==> config.mk <==
export PLATFORM = sky130hd
export DESIGN_NAME = mux_32_8
export DESIGN_NICKNAME = d
export VERILOG_FILES = /design/src/rtl/pci_phy_pkg.sv /design/src/rtl/mux_32_8_hold.sv /design/src/rtl/mux_32_8.sv
export SDC_FILE = /design/constraint.sdc
export NUM_CORES = 1
export LEC_CHECK = 0
export CORE_ASPECT_RATIO = 1.1
export CORE_MARGIN = 1.5
export CORE_UTILIZATION = 50
export DETAILED_ROUTE_END_ITERATION = 7
export DONT_BUFFER_PORTS = 1
export HOLD_SLACK_MARGIN = 0.12
export PLACE_DENSITY = 0.65
export SLEW_MARGIN = 0
export SYNTH_ARGS = -nofsm -noshare
export SYNTH_HDL_FRONTEND = slang
export SYNTH_SLANG_ARGS = --single-unit
==> constraint.sdc <==
create_clock -name clk_4f -period 1.5 [get_ports clk_4f]
set_input_delay 0.3 -clock clk_4f [delete_from_list [all_inputs] [get_ports clk_4f]]
set_output_delay 0.3 -clock clk_4f [all_outputs]
set_load 0.1 [all_outputs]
==> src/rtl/pci_phy_pkg.sv <==
// rtl/pci_phy_pkg.sv - shared constants and types for the PCI PHY byte datapath
// Purpose: constants and the byte-index type shared by mux_32_8 and demux_8_32,
//          plus a helper that puts a word into transmit byte order.
// Ports:   none (package).
package pci_phy_pkg;

  localparam logic [7:0] IDLE_BYTE_DEFAULT = 8'h00;
  localparam int         BYTES_PER_WORD    = 4;

  typedef logic [1:0] byte_idx_t;

  localparam byte_idx_t LAST_BYTE_IDX = byte_idx_t'(BYTES_PER_WORD - 1);

  // Reorders a word so the byte to be sent first sits in [31:24]; the shifter
  // then always drains from the top regardless of byte order.
  function automatic logic [31:0] send_order(input logic [31:0] word, input bit msb_first);
    return msb_first ? word : {word[7:0], word[15:8], word[23:16], word[31:24]};
  endfunction

endpackage

==> src/rtl/mux_32_8_hold.sv <==
// rtl/mux_32_8_hold.sv - single-entry word holding register
// Purpose: holds one accepted word that arrived while the shifter was mid-word.
// Ports:   clk_4f, reset_L   - clock, async active-low reset
//          push, push_data   - write a word (entry becomes full)
//          pop               - free the entry (never coincident with push)
//          full, data        - entry occupied / stored word
module mux_32_8_hold (
  input  logic        clk_4f,
  input  logic        reset_L,
  input  logic        push,
  input  logic [31:0] push_data,
  input  logic        pop,
  output logic        full,
  output logic [31:0] data
);

  logic        full_q, full_d;
  logic [31:0] data_q, data_d;

  always_comb begin
    full_d = full_q;
    data_d = data_q;
    if (push) begin
      full_d = 1'b1;
      data_d = push_data;
    end else if (pop) begin
      full_d = 1'b0;
    end
  end

  always_ff @(posedge clk_4f or negedge reset_L) begin
    if (!reset_L) begin
      full_q <= 1'b0;
      data_q <= '0;
    end else begin
      full_q <= full_d;
      data_q <= data_d;
    end
  end

  assign full = full_q;
  assign data = data_q;

endmodule

==> src/rtl/mux_32_8.sv <==
// rtl/mux_32_8.sv - 32-bit word to 8-bit byte serialiser with one-word buffer
// Purpose: accepts words on a valid/ready handshake and emits four bytes per
//          word on clk_4f, back-to-back when a next word is available.
// Ports:   clk_4f, reset_L      - byte-rate clock, async active-low reset
//          data_in, valid_in    - word input
//          ready_out            - registered, word can be accepted this cycle
//          data_out, valid_out  - registered serial byte output
module mux_32_8
  import pci_phy_pkg::*;
#(
  parameter logic [7:0] IDLE_BYTE = IDLE_BYTE_DEFAULT,
  parameter bit         MSB_FIRST = 1'b1
) (
  input  logic        clk_4f,
  input  logic        reset_L,
  input  logic [31:0] data_in,
  input  logic        valid_in,
  output logic        ready_out,
  output logic [7:0]  data_out,
  output logic        valid_out
);

  logic        busy_q, busy_d;
  byte_idx_t   cnt_q, cnt_d;
  logic [23:0] shreg_q, shreg_d;
  logic [7:0]  data_out_q, data_out_d;
  logic        ready_q, ready_d;

  logic        accept;
  logic        boundary;
  logic        load_pend;
  logic        load_in;
  logic        push;
  logic        pend_full;
  logic [31:0] pend_data;
  logic [31:0] load_word;

  assign accept    = valid_in & ready_q;
  assign boundary  = !busy_q || (cnt_q == LAST_BYTE_IDX);
  // The buffered word has priority; a fresh word bypasses only if the buffer is empty.
  assign load_pend = boundary & pend_full;
  assign load_in   = boundary & ~pend_full & accept;
  assign push      = accept & ~load_in;
  assign load_word = send_order(load_pend ? pend_data : data_in, MSB_FIRST);

  mux_32_8_hold u_hold (
    .clk_4f   (clk_4f),
    .reset_L  (reset_L),
    .push     (push),
    .push_data(data_in),
    .pop      (load_pend),
    .full     (pend_full),
    .data     (pend_data)
  );

  always_comb begin
    busy_d     = busy_q;
    cnt_d      = cnt_q;
    shreg_d    = shreg_q;
    data_out_d = data_out_q;
    // Ready mirrors the buffer occupancy after this edge.
    ready_d    = !(push || (pend_full && !load_pend));
    if (!boundary) begin
      data_out_d = shreg_q[23:16];
      shreg_d    = {shreg_q[15:0], 8'h00};
      cnt_d      = byte_idx_t'(cnt_q + 2'd1);
    end else if (load_pend || load_in) begin
      data_out_d = load_word[31:24];
      shreg_d    = load_word[23:0];
      cnt_d      = '0;
      busy_d     = 1'b1;
    end else begin
      data_out_d = IDLE_BYTE;
      cnt_d      = '0;
      busy_d     = 1'b0;
    end
  end

  always_ff @(posedge clk_4f or negedge reset_L) begin
    if (!reset_L) begin
      busy_q     <= 1'b0;
      cnt_q      <= '0;
      shreg_q    <= '0;
      data_out_q <= IDLE_BYTE;
      ready_q    <= 1'b0;
    end else begin
      busy_q     <= busy_d;
      cnt_q      <= cnt_d;
      shreg_q    <= shreg_d;
      data_out_q <= data_out_d;
      ready_q    <= ready_d;
    end
  end

  assign ready_out = ready_q;
  assign data_out  = data_out_q;
  assign valid_out = busy_q;

endmodule

==> metrics.txt, run 1 <==
# TYPE chip_impl_metric gauge
chip_impl_info{name="status",value="finished with violations"} 1
chip_impl_info{name="failing_checks",value="negative hold slack"} 1
chip_impl_metric{name="core.rowCount",unit=""} 30
chip_impl_metric{name="layout_min_cycle_time",unit="ns"} 1.470
chip_impl_metric{name="detail_route.first_pass.iterations",unit=""} 4
chip_impl_metric{name="floorplan.die_area",unit="sq mm"} 0.006834
chip_impl_metric{name="dr.first_iter.drc_count",unit=""} 223
chip_impl_metric{name="syn_to_final_growth",unit="%"} 23.58
chip_impl_metric{name="dpl_cell_area",unit="sq mm"} 0.003391
chip_impl_metric{name="worstSkewPairLatency",unit="ns"} 0.35
chip_impl_metric{name="final_min_period_over_clock_period",unit="%"} 97.99
chip_impl_info{name="tritoncts",value="built"} 1
chip_impl_metric{name="post_place_worst_slack",unit="ns"} 0.004989
chip_impl_metric{name="floorplan.die.height",unit="um"} 86.55
chip_impl_metric{name="numClockSinks",unit=""} 69
chip_impl_metric{name="vias_per_cell",unit=""} 5.745
chip_impl_info{name="critical_path_launch_point_type",value="flip-flop"} 1
chip_impl_info{name="setup.worst_path.end_class",value="flip-flop"} 1
chip_impl_metric{name="number_of_global_route_vias_before_repair",unit=""} 2483
chip_impl_metric{name="synth-warning-count",unit=""} 0
chip_impl_metric{name="crit_fanout",unit=""} 7
chip_impl_metric{name="total_number_of_vias",unit=""} 2367
chip_impl_metric{name="vdd_drop_max",unit="mV"} 1.488
chip_impl_info{name="post-synth-top-area-cell",value="dfrtp_1"} 1
chip_impl_info{name="final_common_cell",value="dfrtp_1"} 1
chip_impl_metric{name="syn-num-nets",unit=""} 316
chip_impl_info{name="crit_path_cells",value="nor2b_4 > o21ai_4 > buf_4 > mux2_2"} 1
chip_impl_metric{name="worst_hold_slack",unit="ns"} -0.3606
chip_impl_metric{name="die_x_extent",unit="um"} 78.96
chip_impl_metric{name="fmax_achieved",unit="MHz"} 680.4
chip_impl_metric{name="io-pin-count",unit=""} 45
chip_impl_metric{name="power_leakage",unit="nW"} 1.819
chip_impl_metric{name="grt_pass1_wl",unit="um"} 12140
chip_impl_metric{name="final.setup.worst_slack",unit="ns"} 0.03022
chip_impl_metric{name="flip_flop_and_latch_count_after_synthesis",unit=""} 69
chip_impl_metric{name="total_of_buffers_placed_on_input_and_output_ports",unit=""} 0
chip_impl_metric{name="core",unit="sq mm"} 0.006156
chip_impl_metric{name="cells_after_synthesis",unit=""} 280
chip_impl_metric{name="finalSetupViolCount",unit=""} 0
chip_impl_info{name="synth.area.top_cells",value="dfrtp_1, mux2_4, o21ai_0"} 1
chip_impl_metric{name="num_antenna_cells",unit=""} 0
chip_impl_metric{name="pwr_density_cell",unit="mW/mm^2"} 2345
chip_impl_info{name="clk_root_buffer_cell",value="clkbuf_8"} 1
chip_impl_metric{name="h-tree-depth",unit=""} 3
chip_impl_metric{name="synth_top_area_share",unit="%"} 54.42
chip_impl_metric{name="ctsHoldBuffers",unit=""} 32
chip_impl_metric{name="timing.clock.skew",unit="ns"} 0.01176
chip_impl_metric{name="finalSetupTns",unit="ns"} 0
chip_impl_metric{name="aggregate_routed_wire_length",unit="um"} 7274
chip_impl_info{name="commonest_non_fill_non_tap_cells_in_the_layout",value="dfrtp_1, o21ai_0, nand2_1, dlygate4sd3_1, mux2_4"} 1
chip_impl_metric{name="crit_path_max_incr_delay",unit="ns"} 0.48
chip_impl_info{name="worst-setup-path-type",value="reg2reg"} 1
chip_impl_metric{name="detail-route-antenna-nets",unit=""} 0
chip_impl_info{name="critical_path.slowest_cell",value="dfrtp_4"} 1
chip_impl_metric{name="maxCapViolations",unit=""} 0
chip_impl_metric{name="worst_slew_pin_slew",unit="ns"} 0.3174
chip_impl_metric{name="grt_max_degree",unit=""} 70
chip_impl_metric{name="cts_inserted_buffers",unit=""} 9
chip_impl_metric{name="drv_slew",unit=""} 0
chip_impl_metric{name="critPathArrivalTime",unit="ns"} 1.69
chip_impl_metric{name="avgRoutedWirePerCell",unit="um"} 17.66
chip_impl_info{name="worstHoldPathType",value="in2async"} 1
chip_impl_metric{name="remaining_drc_errors",unit=""} 0
chip_impl_metric{name="syn-mean-instance-area",unit="sq um"} 11.33
chip_impl_metric{name="overflow",unit=""} 0
chip_impl_metric{name="clkTransAtPathRegs",unit="ns"} 0.08
chip_impl_metric{name="routabilityCongestion",unit=""} 0.8315
chip_impl_metric{name="timing.final.hold_violations",unit=""} 69
chip_impl_metric{name="track_usage",unit="%"} 23.75
chip_impl_metric{name="design.final.nets",unit=""} 363
chip_impl_metric{name="initial_core_util",unit="%"} 51.54
chip_impl_metric{name="synth_sequential_area_ratio",unit="%"} 54.42
chip_impl_metric{name="netlist-cell-type-count",unit=""} 24
chip_impl_metric{name="data_required_time_at_the_worst_endpoint",unit="ns"} 1.73
chip_impl_metric{name="netlist_area",unit="sq mm"} 0.003173
chip_impl_metric{name="timing.max_slew.rel_slack",unit="%"} 78.84
chip_impl_metric{name="final_layout_size_suffix_gt1_share",unit="%"} 24.10
chip_impl_metric{name="grt_antenna_before_repair",unit=""} 0
chip_impl_metric{name="finish.instance_area",unit="sq mm"} 0.003921
chip_impl_metric{name="clk_path_buf_depth",unit=""} 2
chip_impl_metric{name="dpl.hpwl",unit="um"} 4392
==> logic make-up (layout without fill, tap and decap cells) <==
group                    after synthesis  count (layout)  share of synthesized area (%)
buffers and inverters                 23              75                          3.746
AND/OR/NAND/NOR                       79              79                          11.59
adder cells (fa/ha/maj)                1               1                         0.3943
multiplexers                          32              32                          14.91
flip-flops                            69              69                          54.42
AO/OA/AOI/OAI                         76              76                          14.95
==> routing by layer <==
metal / GRT usage, % / vias up / share of wire [%]
li1: - / 1089 / -
met4: 14.83 / 0 / 3.3
met2: 34.48 / 84 / 47
met5: 0 / - / 0
met3: 4.947 / 19 / 5.7
met1: 32.66 / 1175 / 44
==> final timing paths <==
path | end | cells past startpoint | slack (ns) | startpoint
setup / recovery | u_hold.data[31] | 4 | 0.03 | valid_out
hold / removal | shreg_q[17] | 0 | -0.36 | reset_L
setup reg to reg | u_hold.data[31] | 4 | 0.03 | valid_out
hold reg to reg | cnt_q[0] | 1 | 0.44 | cnt_q[0]
max in group asynchronous | ready_out | 0 | 1.73 | reset_L
min in group clk_4f | data_out[6] | 3 | 0.26 | data_in[30]
==> final cells by class <==
type,instances,area [sq um]
Inverter,1,3.754
Tap cell,80,100.1
Fill cell,497,2235
Timing Repair Buffer,58,564.3
Clock buffer,9,123.9
Clock inverter,7,50.05
Sequential cell,69,1734
Multi-Input combinational cell,188,1345
==> Yosys cell counts <==
cell type / instances
a211oi_1: 16
a21o_1: 1
a21oi_1: 2
a221oi_1: 8
a31oi_1: 8
and2_1: 2
and3_1: 16
buf_2: 5
buf_4: 1
buf_6: 3
clkbuf_1: 13
dfrtp_1: 69
ha_1: 1
inv_1: 1
mux2_2: 2
mux2_4: 30
nand2_1: 33
nand2b_1: 1
nand3_1: 1
nor2_1: 17
nor2b_1: 9
o21ai_0: 39
o21ai_1: 1
o21ai_4: 1
==> state kept, by name (all words and copies together) (netlist names) <==
name and cells:
cnt_q 2, data_out 8, ready_out 1, shreg_q 24
u_hold.data 32, u_hold.full 1, valid_out 1
==> worst max-delay path: cells and delay by family, from the launching register on <==
kind / cells / cell delay (ns)
compound gates: 1 / 0.17
buf+inv: 1 / 0.22
flops: 1 / 0.48
mux: 1 / 0.34
simple gates: 1 / 0.14
==> where the power goes <==
| group | internal, W | switching (W) | total [W] |
|---|---|---|---|
| clock | 0.000604 | 0.000729 | 0.00133 |
| sequential | 0.00277 | 0.000491 | 0.00326 |
| combinational | 0.00191 | 0.00269 | 0.00460 |
==> stage by stage <==
stage / std cells / utilization [%] / total power (W) / hold slack, ns
finish: 412 / 63.70 / 0.009196 / -0.3606
global route: 412 / 63.70 / 0.009792 / -0.3791
CTS: 412 / 63.29 / 0.009159 / -0.3737
detailed placement: 364 / 55.08 / 0.007676 / 0.006449
global placement: 364 / 55.08 / 0.007565 / 0.006541
floorplan: 280 / - / 0.006585 / 0.004409
==> repair_timing <==
action | CTS | global route
buffers inserted | 0 | 0
setup endpoints to repair | 1 | 39
resized for setup | 3 | 6
hold endpoints to repair | 109 | 69
Note: power is estimated with default switching activity, not from simulation.
==> inputs of run 2 (changes only) <==
--- a/config.mk
+++ b/config.mk
@@ -8,3 +8,3 @@
 export CORE_ASPECT_RATIO = 1.1
-export CORE_MARGIN = 1.5
+export CORE_MARGIN = 3
 export CORE_UTILIZATION = 50
--- a/constraint.sdc
+++ b/constraint.sdc
@@ -3,2 +3,2 @@
 set_output_delay 0.3 -clock clk_4f [all_outputs]
-set_load 0.1 [all_outputs]
+set_load 0.05 [all_outputs]
==> run 2 against run 1 <==
The run still ends with negative hold slack left. Die area up 7.4%. Clock skew fell by 0.0059 ns. Via count fell by 3.0%. Cell count shrank 3.4%. Total power decreased by 6.7%. First-iteration DRC count decreased by 8.1%. Global-route usage down 1.7 points. Non-clock buffer count shrank 10. Final area decreased by 1.7%. Largest cell class unchanged.
==> metrics.txt, run 2 (synthesized netlist as in run 1, its figures left out) <==
# TYPE chip_impl_metric gauge
chip_impl_info{name="tritoncts",value="built"} 1
chip_impl_metric{name="design.final.nets",unit=""} 353
chip_impl_info{name="critical_path_launch_point_type",value="flip-flop"} 1
chip_impl_metric{name="power_frac_clock",unit="%"} 15.6
chip_impl_info{name="worstHoldPathType",value="in2async"} 1
chip_impl_metric{name="worst_slew_pin_slew",unit="ns"} 0.4466
chip_impl_info{name="rr_startpoint",value="cnt_q[0]"} 1
chip_impl_metric{name="clk_path_buf_depth",unit=""} 2
chip_impl_metric{name="routabilityCongestion",unit=""} 0.7768
chip_impl_metric{name="numClockSinks",unit=""} 69
chip_impl_metric{name="num_antenna_cells",unit=""} 0
chip_impl_metric{name="worstSkewPairLatency",unit="ns"} 0.33
chip_impl_metric{name="final_layout_size_suffix_gt1_share",unit="%"} 20.56
chip_impl_info{name="reg2reg_to",value="u_hold.data[14]"} 1
chip_impl_info{name="commonest_non_fill_non_tap_cells_in_the_layout",value="dfrtp_1, o21ai_0, nand2_1, mux2_4, dlygate4sd3_1"} 1
chip_impl_info{name="final_common_cell",value="dfrtp_1"} 1
chip_impl_metric{name="h-tree-depth",unit=""} 3
chip_impl_metric{name="avgRoutedWirePerCell",unit="um"} 18.56
chip_impl_metric{name="crit_fanout",unit=""} 14
chip_impl_metric{name="final_min_period_over_clock_period",unit="%"} 98.42
chip_impl_metric{name="worst_hold_slack",unit="ns"} -0.3424
chip_impl_metric{name="final.setup.worst_slack",unit="ns"} 0.02372
chip_impl_info{name="status",value="finished with violations"} 1
chip_impl_metric{name="post-route-util",unit="%"} 64.76
chip_impl_metric{name="die_x_extent",unit="um"} 81.96
chip_impl_metric{name="crit_path_max_incr_delay",unit="ns"} 0.36
chip_impl_info{name="clk_root_buffer_cell",value="clkbuf_8"} 1
chip_impl_metric{name="total_number_of_vias",unit=""} 2297
chip_impl_metric{name="vdd_drop_max",unit="mV"} 1.322
chip_impl_metric{name="power_leakage",unit="nW"} 1.775
chip_impl_info{name="startpoint",value="cnt_q[0]"} 1
chip_impl_metric{name="dr.first_iter.drc_count",unit=""} 205
chip_impl_metric{name="grt_pass1_wl",unit="um"} 12040
chip_impl_metric{name="internal-power",unit="W"} 0.005243
chip_impl_info{name="crit_path_cells",value="ha_2 > nor2b_2 > o21ai_4 > buf_12 > mux2_4"} 1
chip_impl_metric{name="track_usage",unit="%"} 22.03
chip_impl_metric{name="fmax_achieved",unit="MHz"} 677.4
chip_impl_metric{name="grt_antenna_before_repair",unit=""} 0
chip_impl_metric{name="pwr_density_cell",unit="mW/mm^2"} 2225
chip_impl_metric{name="maxCapViolations",unit=""} 0
chip_impl_metric{name="total_of_buffers_placed_on_input_and_output_ports",unit=""} 0
chip_impl_metric{name="cts_inserted_buffers",unit=""} 9
chip_impl_metric{name="layout_min_cycle_time",unit="ns"} 1.476
chip_impl_metric{name="num-fill-cells",unit=""} 480
chip_impl_metric{name="grt_max_degree",unit=""} 70
chip_impl_metric{name="overflow",unit=""} 0
chip_impl_metric{name="timing.critical_path.buf_inv",unit=""} 1
chip_impl_metric{name="timing.final.hold_violations",unit=""} 69
chip_impl_metric{name="r2r_setup_slack",unit="ns"} 0.02
chip_impl_metric{name="detail-route-antenna-nets",unit=""} 0
chip_impl_metric{name="portion_of_total_power_attributed_to_sequential_cells",unit="%"} 42.2
chip_impl_metric{name="core.rowCount",unit=""} 29
chip_impl_metric{name="power.switching_fraction",unit="%"} 38.86
chip_impl_metric{name="dpl.hpwl",unit="um"} 4415
chip_impl_info{name="worst-setup-path-type",value="reg2reg"} 1
chip_impl_metric{name="timing.clock.skew",unit="ns"} 0.005863
chip_impl_metric{name="ctsHoldBuffers",unit=""} 32
chip_impl_metric{name="remaining_drc_errors",unit=""} 0
chip_impl_metric{name="switchingPower",unit="W"} 0.003332
chip_impl_metric{name="data_required_time_at_the_worst_endpoint",unit="ns"} 1.71
chip_impl_info{name="rsz0062_at_grt",value="true"} 1
chip_impl_metric{name="pwr-share-comb",unit="%"} 42.3
chip_impl_metric{name="aggregate_routed_wire_length",unit="um"} 7388
chip_impl_metric{name="io-pin-count",unit=""} 45
chip_impl_info{name="critical_path.slowest_cell",value="dfrtp_1"} 1
chip_impl_metric{name="vias_per_cell",unit=""} 5.771
chip_impl_metric{name="report.power.total",unit="W"} 0.008575
chip_impl_metric{name="critPathArrivalTime",unit="ns"} 1.69
chip_impl_metric{name="number_of_global_route_vias_before_repair",unit=""} 2336
chip_impl_metric{name="finalSetupViolCount",unit=""} 0
chip_impl_info{name="setup.worst_path.end_class",value="flip-flop"} 1
chip_impl_info{name="failing_checks",value="negative hold slack"} 1
chip_impl_metric{name="detail_route.first_pass.iterations",unit=""} 4
chip_impl_metric{name="timing.max_slew.rel_slack",unit="%"} 70.25
chip_impl_metric{name="largest_register_ff_count",unit=""} 32
chip_impl_metric{name="initial_core_util",unit="%"} 53.32
chip_impl_metric{name="clkTransAtPathRegs",unit="ns"} 0.07
chip_impl_metric{name="floorplan.die.height",unit="um"} 89.55
chip_impl_metric{name="post_place_worst_slack",unit="ns"} 0.02986
chip_impl_metric{name="syn_to_final_growth",unit="%"} 21.45
chip_impl_metric{name="drv_slew",unit=""} 0
chip_impl_metric{name="core",unit="sq mm"} 0.005951
chip_impl_metric{name="floorplan.die_area",unit="sq mm"} 0.007339
chip_impl_metric{name="worstRegToRegCells",unit=""} 5
chip_impl_info{name="critPathTopFamily",value="flip-flops"} 1
## run 2: cell types whose count changed in the layout (fill, tap and decap cells not counted), moves of 2 or more
| cell | change |
|---|---|
| buf_12 | +3 |
| buf_4 | -10 |
| buf_6 | -3 |
| clkbuf_1 | +2 |
| clkbuf_8 | +2 |
| clkinv_4 | -3 |
| dfrtp_2 | +2 |
| dfrtp_4 | -2 |
| mux2_2 | -2 |
| mux2_4 | +2 |
## run 2: worst max path at each step
stage / slack [ns] / cells past startpoint / to
2_1_floorplan: -0.13 / 5 / u_hold.data[10]
6_report: 0.02 / 5 / u_hold.data[14]
4_1_cts: 0.006 / 5 / u_hold.data[21]
3_3_place_gp: 0.05 / 5 / u_hold.data[20]
5_1_grt: -0.03 / 5 / u_hold.data[22]
3_5_place_dp: 0.03 / 5 / u_hold.data[21]
## run 2: layout make-up
| type | instances | area (sq um) | area share, % |
|---|---|---|---|
| clock buffer | 13 | 158.9 | 4.123 |
| inverter | 1 | 3.754 | 0.09740 |
| clock inverter | 2 | 10.01 | 0.2597 |
| timing repair buffer | 48 | 515.5 | 13.38 |
| multi-input combinational | 188 | 1340 | 34.77 |
| sequential | 69 | 1729 | 44.87 |
| tap | 77 | 96.34 | 2.500 |
## run 2: what timing repair did
item,in CTS,in global routing
gates resized for setup,0,3
endpoints found under the setup margin,0,44
setup buffers,0,1
endpoints found under the hold margin,109,69
## run 2: worst reg2reg max path: cells and delay by family (launching register included)
| family | cells | cell delay, ns |
|---|---|---|
| buf+inv | 1 | 0.21 |
| fa+ha+maj | 1 | 0.19 |
| compound gates | 1 | 0.24 |
| mux | 1 | 0.31 |
| simple gates | 1 | 0.06 |
| flops | 1 | 0.36 |
## run 2: per-layer routing
layer	GRT usage [%]	share of wire, %	vias to the layer above
met1	30.52	45	1146
met4	8.006	0.87	0
met3	3.931	5.8	4
met5	0	0	-
li1	-	-	1075
met2	34.75	48	72
## run 2: power groups by stage
stage	Combinational (W)	Sequential, W	Clock (W)
final	0.00362	0.00362	0.00134
after global routing	0.00399	0.00371	0.00145
after CTS	0.00358	0.00361	0.00136
after detailed placement	0.00350	0.00363	0
after global placement	0.00342	0.00362	0
after floorplan	0.00252	0.00357	0
## run 2: metrics by stage
step                instances  TNS [ns]  hold WS (ns)  cell area (sq um)
CTS                       397         0       -0.3539               3836
global placement          350         0      0.006019               3347
global route              398   -0.2844       -0.3689               3854
floorplan                 280    -3.819      0.004409               3178
detailed placement        350         0      0.005942               3347
finish                    398         0       -0.3424               3854
